`config.mk`:
```
export PLATFORM = sky130hd
export DESIGN_NAME = io_port_responder
export DESIGN_NICKNAME = d
export VERILOG_FILES = /design/src/rtl/io_port_pkg.sv /design/src/rtl/io_out_fifo.sv /design/src/rtl/io_port_responder.sv
export SDC_FILE = /design/constraint.sdc
export NUM_CORES = 1
export LEC_CHECK = 0
export CAP_MARGIN = 30
export CORE_ASPECT_RATIO = 1.25
export CORE_MARGIN = 3
export CORE_UTILIZATION = 35
export CTS_BUF_LIST = sky130_fd_sc_hd__clkbuf_4
export DETAILED_ROUTE_END_ITERATION = 6
export DONT_BUFFER_PORTS = 1
export PLACE_DENSITY = 0.49
export SLEW_MARGIN = 0
export SYNTH_ARGS = -nofsm -noshare
export SYNTH_HDL_FRONTEND = slang
export SYNTH_HIERARCHICAL = 1
export SYNTH_SLANG_ARGS = --single-unit
```
`constraint.sdc`:
```
create_clock -name clk -period 2.1 [get_ports clk]
set_input_delay 0.21 -clock clk [delete_from_list [all_inputs] [get_ports clk]]
set_output_delay 0.21 -clock clk [all_outputs]
set_load 0.05 [all_outputs]
```
`src/rtl/io_port_pkg.sv`:
```
// Shared types and helpers for the IN/OUT port responder and its output FIFO.
package io_port_pkg;

  localparam int IO_DATA_W = 8;

  typedef enum logic {
    IN_EMPTY = 1'b0,
    IN_FULL  = 1'b1
  } in_state_e;

  // Smallest w with 2**w >= value; used for pointer widths.
  function automatic int clog2(input int value);
    int w;
    w = 0;
    for (int i = 0; i < 31; i++) begin
      if ((1 << i) < value) w = i + 1;
    end
    return w;
  endfunction

endpackage

```
`src/rtl/io_out_fifo.sv`:
```
// Power-of-two deep FIFO with registered count; reusable for other byte-stream producers.
module io_out_fifo
  import io_port_pkg::*;
#(
  parameter int OUT_DEPTH = 4,
  parameter int DATA_W    = IO_DATA_W
) (
  input  logic              clk,
  input  logic              rst,
  input  logic              push_i,
  input  logic [DATA_W-1:0] wdata_i,
  input  logic              pop_i,
  output logic [DATA_W-1:0] rdata_o,
  output logic              full_o,
  output logic              empty_o
);

  localparam int PTR_W = clog2(OUT_DEPTH);
  localparam int CNT_W = PTR_W + 1;

  logic [DATA_W-1:0] mem_q [OUT_DEPTH];
  logic [PTR_W-1:0]  wr_ptr_q, wr_ptr_d;
  logic [PTR_W-1:0]  rd_ptr_q, rd_ptr_d;
  logic [CNT_W-1:0]  count_q, count_d;
  logic              do_push, do_pop;

  assign full_o  = (count_q == CNT_W'(OUT_DEPTH));
  assign empty_o = (count_q == '0);
  assign do_push = push_i && !full_o;
  assign do_pop  = pop_i && !empty_o;
  // Head is forced to zero when empty so stale storage never leaks out.
  assign rdata_o = empty_o ? '0 : mem_q[rd_ptr_q];

  // NOTE: every signal assigned here gets a default first so no latch is inferred.
  always_comb begin
    wr_ptr_d = wr_ptr_q;
    rd_ptr_d = rd_ptr_q;
    count_d  = count_q;
    if (do_push) wr_ptr_d = wr_ptr_q + PTR_W'(1);
    if (do_pop)  rd_ptr_d = rd_ptr_q + PTR_W'(1);
    case ({do_push, do_pop})
      2'b10:   count_d = count_q + CNT_W'(1);
      2'b01:   count_d = count_q - CNT_W'(1);
      default: count_d = count_q;
    endcase
  end

  // NOTE: state registers use non-blocking assignments so all flops update together.
  always_ff @(posedge clk) begin
    if (rst) begin
      wr_ptr_q <= '0;
      rd_ptr_q <= '0;
      count_q  <= '0;
    end else begin
      wr_ptr_q <= wr_ptr_d;
      rd_ptr_q <= rd_ptr_d;
      count_q  <= count_d;
    end
  end

  // NOTE: storage is deliberately not reset; validity comes from count alone.
  always_ff @(posedge clk) begin
    if (do_push) mem_q[wr_ptr_q] <= wdata_i;
  end

endmodule

```
`src/rtl/io_port_responder.sv`:
```
// CPU IN/OUT port responder: OUT bytes queue to the device, IN bytes land in a one-entry buffer.
// Optional interrupt on IN capture is enabled with `define IO_PORT_IRQ_EN.
module io_port_responder
  import io_port_pkg::*;
#(
  parameter int OUT_DEPTH = 4,
  parameter int DATA_W    = IO_DATA_W
) (
  input  logic              clk,
  input  logic              rst,
  input  logic              io_wr,
  input  logic [DATA_W-1:0] io_wdata,
  input  logic              io_rd,
  output logic [DATA_W-1:0] io_rdata,
  output logic              io_stall,
  output logic [DATA_W-1:0] out_data,
  output logic              out_valid,
  input  logic              out_ready,
  input  logic [DATA_W-1:0] in_data,
  input  logic              in_valid,
  output logic              in_ready
`ifdef IO_PORT_IRQ_EN
  ,
  output logic              irq,
  input  logic              irq_ack
`endif
);

  in_state_e         in_state_q;
  logic [DATA_W-1:0] in_buf_q;
  logic              fifo_full, fifo_empty;
  logic              fifo_pop;
  logic              rd_take;
  logic              capture;

  assign fifo_pop = out_valid && out_ready;

  // The FIFO itself refuses a push when full, so io_wr can feed it directly.
  io_out_fifo #(
    .OUT_DEPTH(OUT_DEPTH),
    .DATA_W   (DATA_W)
  ) u_out_fifo (
    .clk    (clk),
    .rst    (rst),
    .push_i (io_wr),
    .wdata_i(io_wdata),
    .pop_i  (fifo_pop),
    .rdata_o(out_data),
    .full_o (fifo_full),
    .empty_o(fifo_empty)
  );

  assign out_valid = !fifo_empty;

  // A simultaneous write wins; the read is ignored and does not drain the buffer.
  assign rd_take  = io_rd && !io_wr && (in_state_q == IN_FULL);
  assign capture  = (in_state_q == IN_EMPTY) && in_valid;
  assign io_rdata = rd_take ? in_buf_q : '0;
  assign io_stall = io_wr ? fifo_full : (io_rd && (in_state_q == IN_EMPTY));
  assign in_ready = (in_state_q == IN_EMPTY) && !rst;

  always_ff @(posedge clk) begin
    if (rst) begin
      in_state_q <= IN_EMPTY;
      in_buf_q   <= '0;
    end else begin
      case (in_state_q)
        IN_EMPTY: begin
          if (in_valid) begin
            in_buf_q   <= in_data;
            in_state_q <= IN_FULL;
          end
        end
        IN_FULL: begin
          if (rd_take) in_state_q <= IN_EMPTY;
        end
        default: in_state_q <= IN_EMPTY;
      endcase
    end
  end

`ifdef IO_PORT_IRQ_EN
  logic irq_q;

  // Clearing beats setting when an ack or drain coincides with a capture.
  always_ff @(posedge clk) begin
    if (rst) begin
      irq_q <= 1'b0;
    end else if (irq_ack || rd_take) begin
      irq_q <= 1'b0;
    end else if (capture) begin
      irq_q <= 1'b1;
    end
  end

  assign irq = irq_q;
`else
  logic unused_capture;
  assign unused_capture = capture;
`endif

endmodule
```
* Word level (Yosys, flattened, before mapping)
Memories as Yosys holds them, arrays and structs flattened. A register that Yosys moved wholly into a read port is not among the register bits.
Index checks and enable logic that the tools add are counted.
W data, S select, Z words.
** Storage, ports and cells
- Bits of input ports :: 22
- Word-level logic and storage cells :: 39
- Bits in writable memories :: 32
- Memories :: 1
- Bits in registers :: 16
- Output and inout bits :: 19
** Memories
- u_out_fifo.mem_q :: words 4, width 8, rd ports 1, clocked after memory_dff 1, wr ports 1, line io_out_fifo.sv:21 : logic [DATA_W-1:0] mem_q [OUT_DEPTH];
** Operators by class
- Eq/ne operators :: 3
- Add/sub/neg operators :: 4
- Bitwise operators :: 1
- Muxes and demuxes :: 11
- Reduce and logical (&&, ||, !) cells :: 14
** Operators with widths (count)
- $mux W8 :: 2
- $logic_and A1 B1 Y1 :: 7
- $pmux W3 S2 :: 1
- $mux W1 :: 5
- $add A2 B1 Y2 const B :: 2
- $logic_not A1 Y1 :: 4
- $mux W2 :: 2
- $add A3 B1 Y3 const B :: 1
- $eq A3 B3 Y1 const B :: 1
- $logic_not A3 Y1 :: 1
- $sub A3 B1 Y3 const B :: 1
- $eq A2 B1 Y1 const B :: 1
- $eq A2 B2 Y1 const B :: 1
- $pmux W1 S2 :: 1
- $reduce_and A2 Y1 :: 1
- $reduce_bool A2 Y1 :: 1
- $not A1 Y1 :: 1

* Depth between registers and ports, before layout
Gate-level depths: netlist (run 1).
- Word-level depth :: 6
- Gate-level depth with buffers :: 11
- Depth with buffers taken out :: 10

* Cells and area by module
Netlist (run 1), hierarchy kept.
** Modules (own cells, without submodules)
- io_out_fifo :: instances 1, area each 1715.4 um2, cells each 105, sequential area each 1141.1 um2
- io_port_responder :: instances 1, area each 524.3 um2, cells each 54, sequential area each 180.2 um2

* Worst setup path after synthesis (run 1)
No wires, ideal clock.
- Path type :: reg2reg
- Start point :: reg u_out_fifo.count_q[0]
- End point :: reg u_out_fifo.count_q[2]
- Buffers on the path :: 1
- Stages on the path, launching flop included :: 12
- Slack :: -83 ps
- Data arrival time :: 2113 ps
- Clock period less this slack :: 2183 ps
- Data required time :: 2030 ps
- Setup time :: 70 ps
- Cell sequence :: dfxtp_1 -> nor3_2 -> buf_4 -> nor2b_1 -> o31ai_2 -> inv_1 -> ha_1 -> inv_1 -> fa_1 -> xor2_1 -> or3_1 -> a21oi_1
** On the way
- Word-level cells in the longest chain between the ends :: 6
- Elaborated cells on any way between the ends :: 13
- Classes of those cells :: add/sub (2); eq/ne (3); mux (1); reduce/logical (7)
** RTL lines
- from (decl) :: line io_out_fifo.sv:24 : logic [CNT_W-1:0] count_q, count_d;
- from (signal assigned) :: line io_out_fifo.sv:57 : count_q <= count_d;
- $logic_not A3 Y1 (*) :: line io_out_fifo.sv:28 : assign empty_o = (count_q == '0);
- named net fifo_empty :: line io_port_responder.sv:31 : logic fifo_full, fifo_empty;
- $logic_not A1 Y1 (*) :: line io_port_responder.sv:53 : assign out_valid = !fifo_empty;
- $logic_and A1 B1 Y1 (*) :: line io_port_responder.sv:36 : assign fifo_pop = out_valid && out_ready;
- named net fifo_pop :: line io_port_responder.sv:32 : logic fifo_pop;
- $logic_and A1 B1 Y1 (*) :: line io_out_fifo.sv:30 : assign do_pop = pop_i && !empty_o;
- named net u_out_fifo.do_pop :: line io_out_fifo.sv:25 : logic do_push, do_pop;
- $eq A2 B1 Y1 or $eq A2 B2 Y1 (tied branches) :: line io_out_fifo.sv:41 : case ({do_push, do_pop})
- $pmux W3 S2 or $reduce_bool A2 Y1 (tied branches)
The timed path passes the listed nets; every way through them passes the cells marked *.
A chain may end at the register's enable or synchronous reset.

* Worst setup path after layout (run 1)
Same ends and word-level chain as after synthesis.

==> impl_metrics.csv, run 1 <==
group,metric,value,unit
die,die_w,77.6,µm
critical_path,path_cells,"nor3_2 -> nor2b_2 -> o31ai_4 -> inv_1 -> ha_2 -> inv_1 -> fa_2 -> xor2_2 -> or3_4 -> a21oi_2",
global_routing,antenna_found_initial,0,
synthesis,synth-edff-count,32,
drt,drtAntennaViolNets,0,
global_routing,grt_use_met2,0.227,
drt,dr.pass1.iters,4,
global_routing,gr-usage-met3,0.0293,
critical_path,cp_data_required_time,2.40,ns
worst_hold_path,min_path_type,"in -> reg",
final_layout,layout.nets,221,
global_routing,grt_busiest_layer,"met2",
final_layout,area_growth,21.2,%
drt,via_count,1331,
global_routing,grt_pass1_vias,1420,
synthesis,synth-async-reset-ratio,0,
die,start_util,0.373,
sta,fin_crit,2.08,ns
sta,worst_slew_pin_slew,0.515,ns
die,core_area,6010,µm²
sta,fin_worst_skew,0.00901,ns
placed_design,place_congestion,0.795,
synthesis,synth_area_leader_cell,"edfxtp_1",
synthesis,synth_area_leaders,"edfxtp_1 43%, dfxtp_1 16%, mux4_2 8.0%",
power,vdd_drop_max,0.462,mV
die,ios,41,
sta,hold_ws,-0.110,ns
synthesis,synth_most_common_cell,"edfxtp_1",
die,die_h,95.4,µm
status,status,"finished, violations left",
sta,hold_violations,3,
final_layout,drive_above_1_share,0.309,
clock_tree,worst_skew_pair.late_latency,0.36,ns
synthesis,synth_top_area_frac,0.429,
final_layout,fin_cells,276,
sta,relSlewSlack,0.659,
sta,fin_crit_sh,0.990,
critical_path,critPathMaxFanout,4,
drt,wl,4290,µm
drt,drc,0,
global_routing,grt-ovfl-total,0,
sta,rsz0062_at_grt,"yes",
global_routing,use_met1,0.133,
clock_tree,clockBufferDepth,2,
clock_tree,cts_buffers,5,
power,leakagePower,0.966,nW
critical_path,start_kind,"register",
drt,wl_per_cell,15.5,µm
critical_path,cp_slowest_stage_delay,0.41,ns
clock_tree,numClockSinks,50,
drt,via_per_inst,4.82,
global_routing,grt_max_degree,28,
synthesis,ys_types,31,
placed_design,placedCellCount,246,
placed_design,io_buffers,0,
placed_design,place_ws,-0.0527,ns
synthesis,synth_nets,187,
critical_path,cp.arrival,2.37,ns
drt,drt_iter0_drc,52,
clock_tree,cts_tree,"yes",
global_routing,grt_util_all_layers,0.122,
synthesis,syn-cell-area,2240,µm²
synthesis,avgSynthCellArea,14.1,µm²
synthesis,synth_flop_cell,"edfxtp_1",
critical_path,critPathKind,"reg -> reg",
sta,setup_ws,0.0218,ns
synthesis,ys_ff_latch,50,
clock_tree,clockRootBuffer,"clkbuf_4",
sta,setup_tns,0,ns
synthesis,seq_area_frac_synth,0.590,
synthesis,synthTopCellsByCount,"32 x edfxtp_1, 18 x dfxtp_1, 12 x and2_1",
critical_path,slowest_stage,"dfxtp_4",
clock_tree,h-tree-depth,2,
final_layout,antennaDiodeCount,0,
die,fp.dieArea,7400,µm²
sta,setup_viol,0,
synthesis,synthCells,159,
sta,drv_slew,0,
global_routing,grt_pass1_wl,6860,µm
sta,fmax,481,MHz
die,rows,31,
final_layout,n_fill_cell,563,
placed_design,hpwlAfterDp,2890,µm
run,cap_violations,0,
critical_path,end_kind,"register",
power,power_density,1080,nW/µm²
critical_path,crit_top_cell,"inv_1",
status,failed_checks,"hold timing",
synthesis,synth_warnings,6,
clock_tree,path_clk_slew,0.13,ns
==> placed cells by master (no fill, tap or decap), types with 3 or more instances in the layout <==
cell type / count
mux4_2: 8
clkbuf_4: 6
nand4bb_1: 8
dfxtp_1: 14
and2_1: 12
o21ai_2: 8
a21oi_1: 3
nand2b_1: 11
inv_1: 9
dfxtp_4: 3
ha_1: 4
buf_4: 19
nor2_1: 8
nor2b_1: 6
dlygate4sd3_1: 15
edfxtp_1: 32
==> metal layers <==
layer  wire length [µm]  up-vias
met5                  0        -
met4                 61        0
met3                156        5
met2               2370       27
met1               1700      666
li1                   -      633
==> final timing paths <==
kind                                             from                     to  slack [ns]  cells past startpoint
worst min register to register            in_buf_q[1]            in_buf_q[1]        0.48                      2
worst max-delay path            u_out_fifo/count_q[0]  u_out_fifo/count_q[2]        0.02                     10
worst min-delay path                              rst  u_out_fifo/count_q[2]       -0.11                      1
worst max register to register  u_out_fifo/count_q[0]  u_out_fifo/count_q[2]        0.02                     10
==> final cells by class <==
type                       instances  area, µm²  share of cell area
inverter                           9       33.8              0.0124
clock buffer                       6       45.0              0.0166
timing repair buffer              34        293               0.108
tap                               82        103              0.0378
clock inverter                     2       37.5              0.0138
sequential                        50       1330               0.491
multi-input combinational         93        870               0.320
==> kinds of logic (layout without fill, tap and decap cells) <==
family / Yosys count / count (layout) / share of synthesized area
compound gates: 17 / 17 / 0.0547
fa+ha+maj: 6 / 6 / 0.0369
buf+inv: 16 / 51 / 0.0391
flops: 50 / 50 / 0.590
simple gates: 58 / 58 / 0.183
xor+xnor: 3 / 3 / 0.0117
mux: 9 / 9 / 0.0849
==> timing repair <==
action | CTS | global route
gates cloned | 0 | 0
hold buffers | 13 | 2
gates resized for setup | 3 | 9
endpoints found under the hold margin | 41 | 4
endpoints found under the setup margin | 9 | 1
buffers inserted | 0 | 7
pin swaps | 0 | 3
==> critical path, delay by kind of cell (launching register included) <==
kind / cells / cell delay [ns]
AND/OR/NAND/NOR: 3 / 0.60
adder cells (fa/ha/maj): 2 / 0.52
flip-flops: 1 / 0.41
AO/OA/AOI/OAI: 2 / 0.21
XOR/XNOR: 1 / 0.16
buffers and inverters: 2 / 0.12
==> flip-flops by register name (all words and copies together), names as in the netlist, named ones only <==
signal and flops:
in_state_q 1, u_out_fifo/rd_ptr_q 2, u_out_fifo/mem_q 32, u_out_fifo/wr_ptr_q 2
u_out_fifo/count_q 3, in_buf_q 8
==> through the flow <==
| step | hold slack (ns) | utilization | instance area, µm² | total power, mW |
|---|---|---|---|---|
| floorplan | 0.309 | - | 2240 | 2.01 |
| global placement | 0.279 | 0.396 | 2380 | 2.22 |
| detailed placement | 0.280 | 0.396 | 2380 | 2.27 |
| CTS | -0.125 | 0.433 | 2600 | 2.87 |
| global route | -0.151 | 0.452 | 2720 | 3.09 |
| finish | -0.110 | 0.452 | 2720 | 2.93 |
==> power breakdown <==
part           leakage, nW  switching (mW)  internal [mW]
clock               0.0419           0.290          0.264
combinational        0.480           0.695          0.446
sequential           0.444          0.0887           1.15
total                0.966            1.07           1.86
Note: power is estimated with default switching activity, not from simulation.
==> run 2, diff against run 1 <==
--- a/config.mk
+++ b/config.mk
@@ -9,7 +9,7 @@
 export CORE_ASPECT_RATIO = 1.25
 export CORE_MARGIN = 3
 export CORE_UTILIZATION = 35
-export CTS_BUF_LIST = sky130_fd_sc_hd__clkbuf_4
+export CTS_BUF_LIST = sky130_fd_sc_hd__clkbuf_8 sky130_fd_sc_hd__clkbuf_16
 export DETAILED_ROUTE_END_ITERATION = 6
 export DONT_BUFFER_PORTS = 1
 export PLACE_DENSITY = 0.49
==> run 2 against run 1 <==
  * The flow now finishes without violations
  * Design area shrank 3.3%
  * First-iteration DRC count decreased by 46%
  * Critical path depth unchanged
  * Combinational power decreased by 8%
  * Routed wire length is 3.2% lower
==> impl_metrics.csv, run 2 (synthesis results as in run 1) <==
group,metric,value,unit
status,status,"finished, final reports clean",
critical_path,r2r-start,"u_out_fifo/count_q[0]",
placed_design,io_buffers,0,
global_routing,grt_pass1_vias,1419,
worst_hold_path,hold_depth,2,
final_layout,layout.nets,211,
clock_tree,worst_skew_pair.late_latency,0.29,ns
critical_path,crit_top_cell,"inv_1",
worst_hold_path,min_path_type,"in -> reg",
final_layout,largest_reg_flops,32,
clock_tree,clockRootBuffer,"clkbuf_8",
critical_path,path_cells,"nor3_2 -> nor2b_2 -> o31ai_2 -> inv_1 -> ha_2 -> inv_1 -> fa_1 -> xor2_1 -> or3_1 -> a21oi_1",
sta,setup_viol,0,
final_layout,fin_cells,266,
critical_path,cp_slowest_stage_delay,0.39,ns
critical_path,r2r_cells,10,
critical_path,start_kind,"register",
sta,fin_crit,2.06,ns
placed_design,placedCellCount,246,
final_layout,drive_above_1_share,0.277,
sta,hold_violations,0,
worst_hold_path,min_to,"in_state_q",
final_layout,n_fill_cell,582,
sta,drv_slew,0,
clock_tree,path_clk_slew,0.08,ns
global_routing,grt_pass1_wl,6830,µm
final_layout,mostFrequentLayoutCell,"edfxtp_1",
sta,fmax,485,MHz
global_routing,grt_max_degree,21,
die,rows,31,
die,core_area,6010,µm²
clock_tree,h-tree-depth,2,
drt,via_per_inst,4.77,
clock_tree,clockBufferDepth,2,
sta,fin_worst_skew,0.00261,ns
global_routing,grt_util_all_layers,0.121,
drt,via_count,1269,
clock_tree,cts_buffers,5,
clock_tree,numClockSinks,50,
drt,wl_per_cell,15.6,µm
critical_path,critPathMaxFanout,4,
critical_path,reg2reg_slack,0.04,ns
sta,fin_crit_sh,0.981,
die,die_w,77.6,µm
sta,relSlewSlack,0.658,
power,power_density,1120,nW/µm²
drt,wl,4150,µm
final_layout,largestRegisters,"u_out_fifo/mem_q x32, in_buf_q x8, u_out_fifo/count_q x3",
critical_path,slowest_stage,"dfxtp_4",
sta,worst_slew_pin_slew,0.516,ns
drt,drtAntennaViolNets,0,
die,start_util,0.373,
critical_path,cp.arrival,2.28,ns
power,vdd_drop_max,0.481,mV
die,fp.dieArea,7400,µm²
final_layout,final_cell_mix,"32 x edfxtp_1, 15 x buf_4, 14 x dfxtp_1",
run,cap_violations,0,
final_layout,antennaDiodeCount,0,
placed_design,hpwlAfterDp,2890,µm
drt,drc,0,
die,ios,41,
sta,setup_ws,0.0394,ns
clock_tree,cts_tree,"yes",
sta,rsz0062_at_grt,"yes",
placed_design,place_ws,-0.0527,ns
drt,dr.pass1.iters,4,
critical_path,end_kind,"register",
final_layout,largest_register,"u_out_fifo/mem_q",
worst_hold_path,hp-start,"in_valid",
placed_design,place_congestion,0.795,
global_routing,antenna_found_initial,0,
global_routing,grt-ovfl-total,0,
power,leakagePower,0.922,nW
die,die_h,95.4,µm
final_layout,area_growth,17.2,%
critical_path,worstReg2RegEnd,"u_out_fifo/count_q[2]",
drt,drt_iter0_drc,28,
critical_path,cp_data_required_time,2.32,ns
critical_path,critPathKind,"reg -> reg",
run 2: cell types whose count changed in the layout (fill, tap and decap cells not counted), moves of 4 or more:
cell	delta
dlygate4sd3_1	-6
clkbuf_8	+5
buf_4	-4
clkbuf_4	-6
run 2: where the power goes:
group          total, mW  switching [mW]  internal [mW]  leakage (nW)
clock network      0.653           0.303          0.351        0.0556
logic               1.05           0.666          0.384         0.422
registers           1.24          0.0889           1.15         0.444
total               2.94            1.06           1.88         0.922
run 2: critical path: cells and delay by family, from the launching register on:
| family | cells | cell delay (ns) |
|---|---|---|
| flops | 1 | 0.39 |
| compound gates | 2 | 0.22 |
| xor+xnor | 1 | 0.16 |
| simple gates | 3 | 0.53 |
| buf+inv | 2 | 0.12 |
| fa+ha+maj | 2 | 0.55 |
run 2: how the worst max path moves through the flow:
stage	from	depth (start not counted)	endpoint
final	u_out_fifo/count_q[0]	10	u_out_fifo/count_q[2]
after global placement	u_out_fifo/count_q[2]	9	u_out_fifo/count_q[2]
after floorplan	u_out_fifo/count_q[0]	11	u_out_fifo/count_q[2]
after detailed placement	u_out_fifo/count_q[2]	9	u_out_fifo/count_q[2]
after CTS	u_out_fifo/count_q[2]	9	u_out_fifo/count_q[2]
after global routing	u_out_fifo/count_q[1]	10	u_out_fifo/count_q[2]
run 2: cell type report:
cell class / instances / area [µm²] / share of cell area
timing repair buffer: 24 / 203 / 0.0772
multi-input combinational: 93 / 842 / 0.321
clock buffer: 5 / 68.8 / 0.0262
clock inverter: 3 / 41.3 / 0.0157
sequential: 50 / 1330 / 0.508
inverter: 9 / 33.8 / 0.0129
tap: 82 / 103 / 0.0391
run 2: per-layer routing:
layer / global-route usage / part of all wire
met1: 0.132 / 0.41
met4: 0.0430 / 0.0092
met2: 0.228 / 0.55
met3: 0.0293 / 0.034
met5: 0 / 0
run 2: stage by stage:
| stage | area (µm²) | setup TNS (ns) | total power, mW | hold slack [ns] | util |
|---|---|---|---|---|---|
| 6_report | 2630 | 0 | 2.94 | 0.0786 | 0.437 |
| 3_5_place_dp | 2380 | -0.0527 | 2.27 | 0.280 | 0.396 |
| 2_1_floorplan | 2240 | 0 | 2.01 | 0.309 | - |
| 5_1_grt | 2630 | -0.0708 | 3.10 | 0.0733 | 0.437 |
| 3_3_place_gp | 2380 | 0 | 2.22 | 0.279 | 0.396 |
| 4_1_cts | 2600 | 0 | 2.96 | 0.0626 | 0.432 |
run 2: what timing repair did:
item	in CTS	in global routing
gates cloned	0	0
pin swaps	0	1
hold endpoints to repair	41	0
hold buffers	9	0
buffers inserted	0	3
endpoints found under the setup margin	1	9
gates resized for setup	4	3
==> run 3, diff against run 2 <==
--- a/config.mk
+++ b/config.mk
@@ -11,8 +11,8 @@
 export CORE_UTILIZATION = 35
 export CTS_BUF_LIST = sky130_fd_sc_hd__clkbuf_8 sky130_fd_sc_hd__clkbuf_16
 export DETAILED_ROUTE_END_ITERATION = 6
-export DONT_BUFFER_PORTS = 1
-export PLACE_DENSITY = 0.49
+export PLACE_DENSITY = 0.57
+export SKIP_CTS_REPAIR_TIMING = 1
 export SLEW_MARGIN = 0
 export SYNTH_ARGS = -nofsm -noshare
 export SYNTH_HDL_FRONTEND = slang
==> constraint.sdc (replaced) <==
create_clock -name clk -period 2.1 [get_ports clk]
set_input_delay 0.21 -clock clk [delete_from_list [all_inputs] [get_ports clk]]
set_output_delay 0.21 -clock clk [all_outputs]
set_load 0.1 [all_outputs]
==> run 3 against run 2 <==
  * Via count up 8.2%
  * Global-route usage is 0.066 points higher
  * Sequential power hardly changed
  * Register-to-register slack better by 0.05 ns
  * Core utilization up 8.4 points
  * Cell count increased by 11%
  * Clock power down 3%
  * Total power is 26% higher
  * Largest cell class unchanged
==> impl_metrics.csv, run 3 (synthesis results as in run 1) <==
group,metric,value,unit
clock_tree,worst_skew_pair.late_latency,0.29,ns
global_routing,grt_max_degree,16,
die,start_util,0.373,
critical_path,critPathKind,"reg -> reg",
worst_hold_path,min_path_type,"reg -> reg",
clock_tree,cts_buffers,5,
critical_path,worstReg2RegEnd,"u_out_fifo/count_q[2]",
global_routing,grt_pass1_wl,6940,µm
drt,via_count,1373,
drt,via_per_inst,4.65,
die,core_area,6010,µm²
power,p_clk_frac,0.171,
power,vdd_drop_max,0.506,mV
critical_path,cp-startpoint,"u_out_fifo/count_q[0]",
global_routing,antenna_found_initial,0,
die,ios,41,
clock_tree,clockRootBuffer,"clkbuf_8",
placed_design,io_buffers,40,
power,p_sw_frac,0.402,
die,rows,31,
drt,drc,0,
critical_path,r2r-start,"u_out_fifo/count_q[0]",
die,die_h,95.4,µm
sta,fmax,498,MHz
sta,fin_crit_sh,0.956,
critical_path,critPathMaxFanout,4,
sta,fin_worst_skew,0.00678,ns
global_routing,grt-ovfl-total,0,
sta,hold_violations,0,
clock_tree,h-tree-depth,2,
final_layout,largestRegisters,"u_out_fifo/mem_q x32, in_buf_q x8, u_out_fifo/count_q x3",
drt,dr.pass1.iters,4,
clock_tree,cts_tree,"yes",
run,cap_violations,0,
power,p_sw,1.49,mW
sta,fin_crit,2.01,ns
critical_path,crit_end,"u_out_fifo/count_q[2]",
critical_path,reg2reg_slack,0.09,ns
final_layout,largest_register,"u_out_fifo/mem_q",
final_layout,area_growth,39.7,%
sta,setup_viol,0,
sta,rsz0062_at_grt,"yes",
drt,drtAntennaViolNets,0,
final_layout,largest_reg_flops,32,
status,status,"finished, final reports clean",
global_routing,grt_pass1_vias,1443,
critical_path,end_kind,"register",
sta,hold_ws,0.475,ns
sta,setup_tns,0,ns
final_layout,final_cell_mix,"32 x edfxtp_1, 21 x clkdlybuf4s50_1, 19 x buf_12",
clock_tree,path_clk_slew,0.08,ns
power,power_frac_seq,0.327,
sta,drv_slew,0,
die,fp.dieArea,7400,µm²
drt,wl,4100,µm
critical_path,r2r_cells,10,
global_routing,grt_util_all_layers,0.122,
final_layout,layout.nets,240,
clock_tree,numClockSinks,50,
power,leakagePower,1.12,nW
sta,relSlewSlack,0.712,
final_layout,antennaDiodeCount,0,
sta,worst_slew_pin_slew,0.431,ns
critical_path,cp.arrival,2.23,ns
final_layout,drive_above_1_share,0.352,
drt,wl_per_cell,13.9,µm
power,power_density,1180,nW/µm²
placed_design,hpwlAfterDp,2970,µm
final_layout,mostFrequentLayoutCell,"edfxtp_1",
power,pwr-share-comb,0.502,
final_layout,n_fill_cell,491,
placed_design,place_congestion,0.705,
clock_tree,clockBufferDepth,2,
power,p_int,2.21,mW
die,die_w,77.6,µm
critical_path,start_kind,"register",
critical_path,cp_data_required_time,2.32,ns
drt,drt_iter0_drc,59,
[run 3: cell types whose count changed in the layout (fill, tap and decap cells not counted), sizes merged]
| cell | delta |
|---|---|
| buf | +17 |
| clkdlybuf4s50 | +21 |
| dlygate4sd3 | -9 |
| clkinvlp | -1 |
| clkinv | +1 |
[run 3: area by class of cell]
class	count	area, µm²	area share
well taps	82	103	0.0328
clock buffers	5	68.8	0.0220
flip-flops and latches	50	1330	0.426
inverters	9	33.8	0.0108
repair buffers	53	688	0.220
multi-input cells	93	866	0.277
clock inverters	3	37.5	0.0120
[run 3: worst min path at each step]
| stage | start | end | slack [ns] | depth (start not counted) |
|---|---|---|---|---|
| 4_1_cts | in_buf_q[2] | in_buf_q[2] | 0.48 | 2 |
| 3_3_place_gp | in_buf_q[4] | in_buf_q[4] | 0.46 | 2 |
| 6_report | in_buf_q[2] | in_buf_q[2] | 0.48 | 2 |
| 2_1_floorplan | io_wdata[0] | u_out_fifo/mem_q[0][0] | 0.31 | 0 |
| 3_5_place_dp | in_buf_q[2] | in_buf_q[2] | 0.47 | 2 |
| 5_1_grt | in_buf_q[5] | in_buf_q[5] | 0.50 | 2 |
[run 3: power groups by stage]
stage / combinational, mW / clock (mW) / sequential (mW)
2_1_floorplan: 1.21 / 0 / 1.21
3_3_place_gp: 1.80 / 0 / 1.22
3_5_place_dp: 1.82 / 0 / 1.23
4_1_cts: 1.82 / 0.660 / 1.20
5_1_grt: 1.95 / 0.706 / 1.22
6_report: 1.86 / 0.634 / 1.21
[run 3: worst max-delay path: stages (launching register included)]
cell     delay, ns
dfxtp_4       0.39
nor3_2        0.06
nor2b_2       0.13
o31ai_2       0.09
inv_1         0.07
ha_2          0.18
inv_1         0.05
fa_2          0.33
xor2_1        0.15
or3_1         0.37
a21oi_2       0.13
[run 3: through the flow]
step	power, mW	worst slack, ns	area, µm²	std cells	util
floorplan	2.42	-0.0179	2260	159	-
global placement	3.02	-0.0629	2970	283	0.493
detailed placement	3.04	-0.194	2970	283	0.493
CTS	3.68	-0.0497	3070	291	0.511
global route	3.88	-0.0225	3130	295	0.520
finish	3.70	0.0914	3130	295	0.520
[run 3: layer usage]
metal	track usage	vias to the layer above	wire [µm]
met5	0	-	0
met4	0.0445	0	46
met3	0.0312	4	196
met2	0.215	39	2120
met1	0.143	659	1740
li1	-	671	-
